File: config.mk
export PLATFORM = sky130hd
export DESIGN_NAME = rom_ctrl_scan_counter
export DESIGN_NICKNAME = d
export VERILOG_FILES = /design/src/rtl/rom_ctrl_pkg.sv /design/src/rtl/rom_ctrl_scan_counter.sv
export SDC_FILE = /design/constraint.sdc
export NUM_CORES = 1
export LEC_CHECK = 0
export ABC_AREA = 0
export CORE_UTILIZATION = 53
export CTS_CLUSTER_DIAMETER = 150
export DETAILED_ROUTE_END_ITERATION = 8
export GPL_ROUTABILITY_DRIVEN = 1
export PLACE_DENSITY_LB_ADDON = 0.2
export REMOVE_ABC_BUFFERS = 1
export SETUP_SLACK_MARGIN = 0.05
export SLEW_MARGIN = 20
export SYNTH_ARGS = -nofsm -noshare
export SYNTH_HDL_FRONTEND = slang
export SYNTH_SLANG_ARGS = --single-unit
File: constraint.sdc
create_clock -name clk_i -period 4.2 [get_ports clk_i]
set_input_delay 0.42 -clock clk_i [delete_from_list [all_inputs] [get_ports clk_i]]
set_output_delay 0.42 -clock clk_i [all_outputs]
set_load 0.05 [all_outputs]
File: src/rtl/rom_ctrl_pkg.sv
// Shared types and constants for the ROM controller scan logic.
// Holds the scan FSM state encoding, the read-latency bound and a width helper.
// Pure declarations: no logic, no latency, no flow control.
package rom_ctrl_pkg;

   // Upper bound on the ROM read latency the scan counter can wait out.
   localparam int MaxReadLatency = 4;

   // Sparse state encoding: every pair of codes differs in at least 3 bits,
   // so a single upset can never turn one legal state into another.
   typedef enum logic [5:0] {
      StIdle = 6'b000111,
      StReq  = 6'b011011,
      StWait = 6'b101101,
      StHold = 6'b111000,
      StDone = 6'b000000
   } scan_state_e;

   // Address width needed to index 'value' words (never less than 1).
   function automatic int vbits(input int value);
      return (value <= 1) ? 1 : $clog2(value);
   endfunction

endpackage

File: src/rtl/rom_ctrl_scan_counter.sv
// Purpose : walks every ROM word once (0..RomDepth-1), one outstanding read at a time.
// Latency : data_vld_o rises ReadLatency cycles after read_req_o; one word per ReadLatency+1 cycles.
// Backpressure: the presented word and its flags hold stable until data_rdy_i is seen high.
// Ports   : clk_i/rst_ni clock and async active-low reset; start_i scan request; done_o scan
//           complete; read_addr_o/read_req_o ROM read port; data_vld_o/data_rdy_i/data_addr_o/
//           data_last_nontop_o/data_top_o consumer side; err_o protocol violation pulse.

`ifndef ASSERT_INIT
`define ASSERT_INIT(name_, prop_) if (!(prop_)) begin : name_ $fatal(1, "illegal parameter"); end
`endif

module rom_ctrl_scan_counter
   import rom_ctrl_pkg::*;
#(
   parameter int  RomDepth     = 16,
   parameter int  RomTopCount  = 2,
   parameter int  ReadLatency  = 1,
   parameter bit  AutoStart    = 1'b1,
   parameter bit  AllowRestart = 1'b0,
   localparam int AW           = vbits(RomDepth)
) (
   input  logic          clk_i,
   input  logic          rst_ni,
   input  logic          start_i,
   output logic          done_o,
   output logic [AW-1:0] read_addr_o,
   output logic          read_req_o,
   output logic          data_vld_o,
   input  logic          data_rdy_i,
   output logic [AW-1:0] data_addr_o,
   output logic          data_last_nontop_o,
   output logic          data_top_o,
   output logic          err_o
);

   `ASSERT_INIT(RomDepthLegal_A, (RomDepth >= 4) && (RomDepth <= 65536))
   `ASSERT_INIT(RomTopCountLegal_A, (RomTopCount >= 1) && (RomTopCount <= RomDepth - 2))
   `ASSERT_INIT(ReadLatencyLegal_A, (ReadLatency >= 1) && (ReadLatency <= MaxReadLatency))

   localparam logic [AW-1:0] LastAddr       = AW'(RomDepth - 1);
   localparam logic [AW-1:0] LastNonTopAddr = AW'(RomDepth - RomTopCount - 1);
   localparam logic [AW-1:0] TopStartAddr   = AW'(RomDepth - RomTopCount);
   // Wait runs ReadLatency-1 cycles; the counter is loaded with one less than that.
   localparam logic [1:0]    LatLoad        = (ReadLatency >= 2) ? 2'(ReadLatency - 2) : 2'd0;

   scan_state_e   state_q, state_d;
   logic [AW-1:0] addr_q, addr_d;
   logic [1:0]    lat_q, lat_d;
   logic          first_q;   // high only in the first cycle after reset
   logic          last_q;    // addr_q is the last non-top word
   logic          done_q;
   logic          err_q, err_d;

   always_comb begin
      state_d = state_q;
      addr_d  = addr_q;
      lat_d   = lat_q;
      err_d   = 1'b0;
      case (state_q)
         StIdle: begin
            if ((AutoStart && first_q) || start_i) begin
               state_d = StReq;
               addr_d  = '0;
            end
         end
         StReq: begin
            err_d = start_i;
            if (ReadLatency == 1) begin
               state_d = StHold;
            end else begin
               state_d = StWait;
               lat_d   = LatLoad;
            end
         end
         StWait: begin
            err_d = start_i;
            if (lat_q == 2'd0) begin
               state_d = StHold;
            end else begin
               lat_d = lat_q - 2'd1;
            end
         end
         StHold: begin
            err_d = start_i;
            if (data_rdy_i) begin
               if (addr_q == LastAddr) begin
                  state_d = StDone;
               end else begin
                  addr_d  = addr_q + AW'(1);
                  state_d = StReq;
               end
            end
         end
         StDone: begin
            if (start_i) begin
               if (AllowRestart) begin
                  state_d = StReq;
                  addr_d  = '0;
               end else begin
                  err_d = 1'b1;
               end
            end
         end
         default: begin
            // Corrupted state register: park in Done and flag it.
            state_d = StDone;
            err_d   = 1'b1;
         end
      endcase
   end

   always_ff @(posedge clk_i or negedge rst_ni) begin
      if (!rst_ni) begin
         state_q <= StIdle;
         addr_q  <= '0;
         lat_q   <= 2'd0;
         first_q <= 1'b1;
         last_q  <= 1'b0;
         done_q  <= 1'b0;
         err_q   <= 1'b0;
      end else begin
         state_q <= state_d;
         addr_q  <= addr_d;
         lat_q   <= lat_d;
         first_q <= 1'b0;
         // Tracks the address register so the flag needs no comparator on the output path.
         last_q  <= (addr_d == LastNonTopAddr);
         done_q  <= (state_d == StDone);
         err_q   <= err_d;
      end
   end

   assign read_addr_o        = addr_q;
   assign read_req_o         = (state_q == StReq);
   assign data_vld_o         = (state_q == StHold);
   assign data_addr_o        = addr_q;
   assign data_last_nontop_o = data_vld_o & last_q;
   assign data_top_o         = data_vld_o & (addr_q >= TopStartAddr);
   assign done_o             = done_q;
   assign err_o              = err_q;

endmodule

==> impl_summary.txt <==
----------------------------------------------------
[Synthesis]
  Top-area cell type share of the netlist area ... 0.3320
  Total of flip-flops plus latches after synthesis ... 16
  Dominant register cell in the synthesized netlist ... sky130_fd_sc_hd__dfrtp_1
  Post-synth cell types ... 43
  Number of standard cells after synthesis ... 80
  Part of the Yosys area used for sequential elements ... 0.4481
  Count of flip-flops with a built-in enable after synthesis ... 0
  Avg Cell Area, Syn ... roughly 11 um2
  Async S/R FF share, synth ... 1.000
  Largest area contributor in the netlist ... sky130_fd_sc_hd__dfrtp_1
  Combined area of all synthesized cells ... 904.6 um2
  Yosys warns ... 0
  Cell types with the largest area share after synthesis ... sky130_fd_sc_hd__dfrtp_1, sky130_fd_sc_hd__dfstp_2, sky130_fd_sc_hd__ha_1, sky130_fd_sc_hd__mux2i_1, sky130_fd_sc_hd__buf_4

[Flow run]
  Number of max-cap violations ... 0

[Global routing]
  Number of antenna violations at the first check in global routing ... 0
  GRT Overall Usage ... 0.2336
  Maximum number of pins on one net before global-route repair ... 17
  Global-route wire length before repair ... approximately 3200 um
  Via count of the first global-routing pass ... 671
  Overflow left after global routing ... 0

[Floorplan]
  Die Ht ... 43.32 um
  Initial standard-cell utilization of the core ... 0.5869
  Die footprint ... 0.001876 mm2
  Die outline width ... between 40 and 50 um
  Num ports ... 18
  Number of standard-cell rows in the floorplan ... 14
  Core region area ... 0.001541 mm2

[Pwr]
  Overall Power ... 248.2 uW
  Maximum resistive drop on vdd ... 0.1830 mV
  Pleak ... 0.5703 nW
  Power Dens Cells ... 227.5 mW/mm2

[Timing]
  Worst Skew ... 0.006057 ns
  RSZ-0062 raised after global routing ... no
  Final Max Slew Viols ... 0
  Final period utilization ... 0.6488
  Count of endpoints failing setup in the final report ... 0
  Shortest period the worst path allows ... 2.725 ns
  Relative slew slack ... 0.5342
  Fin. Hold Viols ... 0
  Measured slew at the worst slew-check pin ... 0.6966 ns
  Maximum clock frequency ... between 0.3 and 0.4 GHz
  Accumulated negative setup slack ... 0 ns

[Setup path]
  Required @ worst endpoint ... ~3.8 ns
  Critical path start-end classification ... reg2out
  Critical Path Sink Type ... output port
  Critical Path AT ... 2.30 ns
  Type of element launching the critical path ... flop
  Worst-path fanout max ... 8

[Clock network]
  Total clock buffers created by CTS ... 3
  Hold Buf Count CTS ... 0
  Clock transition at the registers of the reported paths ... roughly 0.08 ns
  Count of cells resized by post-cts repair ... 0
  Post-CTS Setup Bufs ... 0
  Maximum clock path buffer count ... 2
  H-tree depth reported by CTS ... 1
  Clock tree from TritonCTS ... built
  Root cell of the clock tree ... sky130_fd_sc_hd__clkbuf_4
  Number of clock sinks seen by CTS ... 16
  Clock latency reported for the late side of the worst-skew pair ... 0.28 ns

[Hold path]
  Type of the tightest min-delay check ... reg2reg

[Place]
  Routability congestion estimate from global placement ... between 0.8 and 0.9
  Number of buffers added on ports ... 17
  Final HPWL from detailed placement ... 1371 um

[Layout]
  Most common cell after layout, fill and taps aside ... sky130_fd_sc_hd__clkdlybuf4s50_1
  Share of layout cells above drive strength 1 ... 0.2062
  Commonest non-fill, non-tap cells in the layout ... sky130_fd_sc_hd__clkdlybuf4s50_1, sky130_fd_sc_hd__dfrtp_1, sky130_fd_sc_hd__inv_1, sky130_fd_sc_hd__nand3_1, sky130_fd_sc_hd__dfstp_2
  Number of antenna repair diodes ... 0
  Number of nets at the end of the flow ... 105
  Area growth from synthesis to final layout ... 20.61%

[Drt]
  Detailed-route via count ... 695
  Number of DRC markers in iteration 0 ... 9
  DRC Markers ... 0
  Vias per Instance ... between 6 and 7
  Number of iterations in the first detailed-routing pass ... 4
  Antenna-violating nets left ... 0
  Routed wire length ... between 1500 and 2000 um
  Mean routed wirelength per cell ... 15.81 um

[Status]
  Status ... complete, no violations

----------------------------------------------------
[sequential cells by signal (all words and copies together), names as in the netlist]
| register | cells |
|---|---|
| done_o | 1 |
| first_q | 1 |
| last_q | 1 |
| lat_q | 2 |
| state_q | 6 |
| err_o | 1 |
| data_addr_o | 4 |
[layer usage]
metal | GRT usage | share of wire | up-vias
met2 | 0.3881 | 0.51 | 14
met1 | 0.3139 | 0.46 | 349
met3 | 0.03830 | 0.025 | 2
met4 | 0.07273 | 0.0056 | 0
met5 | 0 | 0 | -
li1 | - | - | 330
[per-stage QoR]
stage          setup slack, ns  cells  hold WS [ns]  area (um2)    util
6_report                 1.475    113        0.4831        1091  0.7078
5_1_grt                  1.407    113        0.5031        1091  0.7078
4_1_cts                  1.472    113        0.4847        1091  0.7078
3_5_place_dp             1.792    109        0.4686        1065  0.6907
3_3_place_gp             1.842    109        0.4621        1065  0.6907
2_1_floorplan            2.013     76        0.1244       874.6       -
[critical path, stage by stage (launching register included)]
cell and delay, ns:
sky130_fd_sc_hd__dfstp_2 0.42, sky130_fd_sc_hd__and4bb_4 0.40, sky130_fd_sc_hd__nand2_1 0.11, sky130_fd_sc_hd__inv_1 0.12
sky130_fd_sc_hd__o2111a_1 0.19, sky130_fd_sc_hd__clkdlybuf4s50_1 0.80
[where the power goes]
part / total, mW / internal, mW / switching (mW) / leakage [nW]
combinational: 0.0109 / 0.00422 / 0.00669 / 0.354
clock: 0.0814 / 0.0368 / 0.0447 / 0.0150
sequential: 0.156 / 0.155 / 0.000435 / 0.202
total: 0.248 / 0.196 / 0.0518 / 0.570
[final cells by class]
cell class              count  area (um2)
well taps                  16       20.02
inverters                   4       15.01
repair buffers             17       170.2
multi-input cells          56       454.2
clock buffers               4       26.28
fillers                   125       450.4
flip-flops and latches     16       405.4
[synthesized netlist by cell type (2+ instances only)]
| cell | number |
|---|---|
| sky130_fd_sc_hd__o31ai_1 | 3 |
| sky130_fd_sc_hd__nand4_1 | 2 |
| sky130_fd_sc_hd__and3_1 | 2 |
| sky130_fd_sc_hd__dfstp_2 | 4 |
| sky130_fd_sc_hd__mux2i_1 | 3 |
| sky130_fd_sc_hd__nand2b_1 | 2 |
| sky130_fd_sc_hd__inv_1 | 4 |
| sky130_fd_sc_hd__ha_1 | 3 |
| sky130_fd_sc_hd__dfrtp_1 | 12 |
| sky130_fd_sc_hd__nand3_1 | 4 |
| sky130_fd_sc_hd__nand2_1 | 3 |
| sky130_fd_sc_hd__a21oi_1 | 2 |
| sky130_fd_sc_hd__buf_4 | 4 |
| sky130_fd_sc_hd__nor2_1 | 3 |
[final timing paths]
check                                 from              to  slack (ns)  depth (start not counted)
worst max-delay path            state_q[0]      data_top_o        1.48                          5
worst min-delay path              lat_q[0]        lat_q[0]        0.48                          1
worst max register to register  state_q[1]          last_q        2.53                          4
worst min register to register    lat_q[0]        lat_q[0]        0.48                          1
max in group asynchronous           rst_ni        lat_q[0]        3.20                          1
min in group asynchronous           rst_ni  data_addr_o[3]        0.55                          1
[logic make-up (layout without fill, tap and decap cells)]
group	Yosys count	count (layout)	synth area share
and+or+nand+nor	35	35	0.3029
DFF	16	16	0.4481
AOI/OAI and AO/OA	13	13	0.1107
buffers and inverters	8	25	0.04979
adders and majority gates	3	3	0.04150
muxes	3	3	0.03320
other	1	1	0.004145
xor gates and xnor gates	1	1	0.009684
No activity file was read; power rests on OpenSTA's default activity.
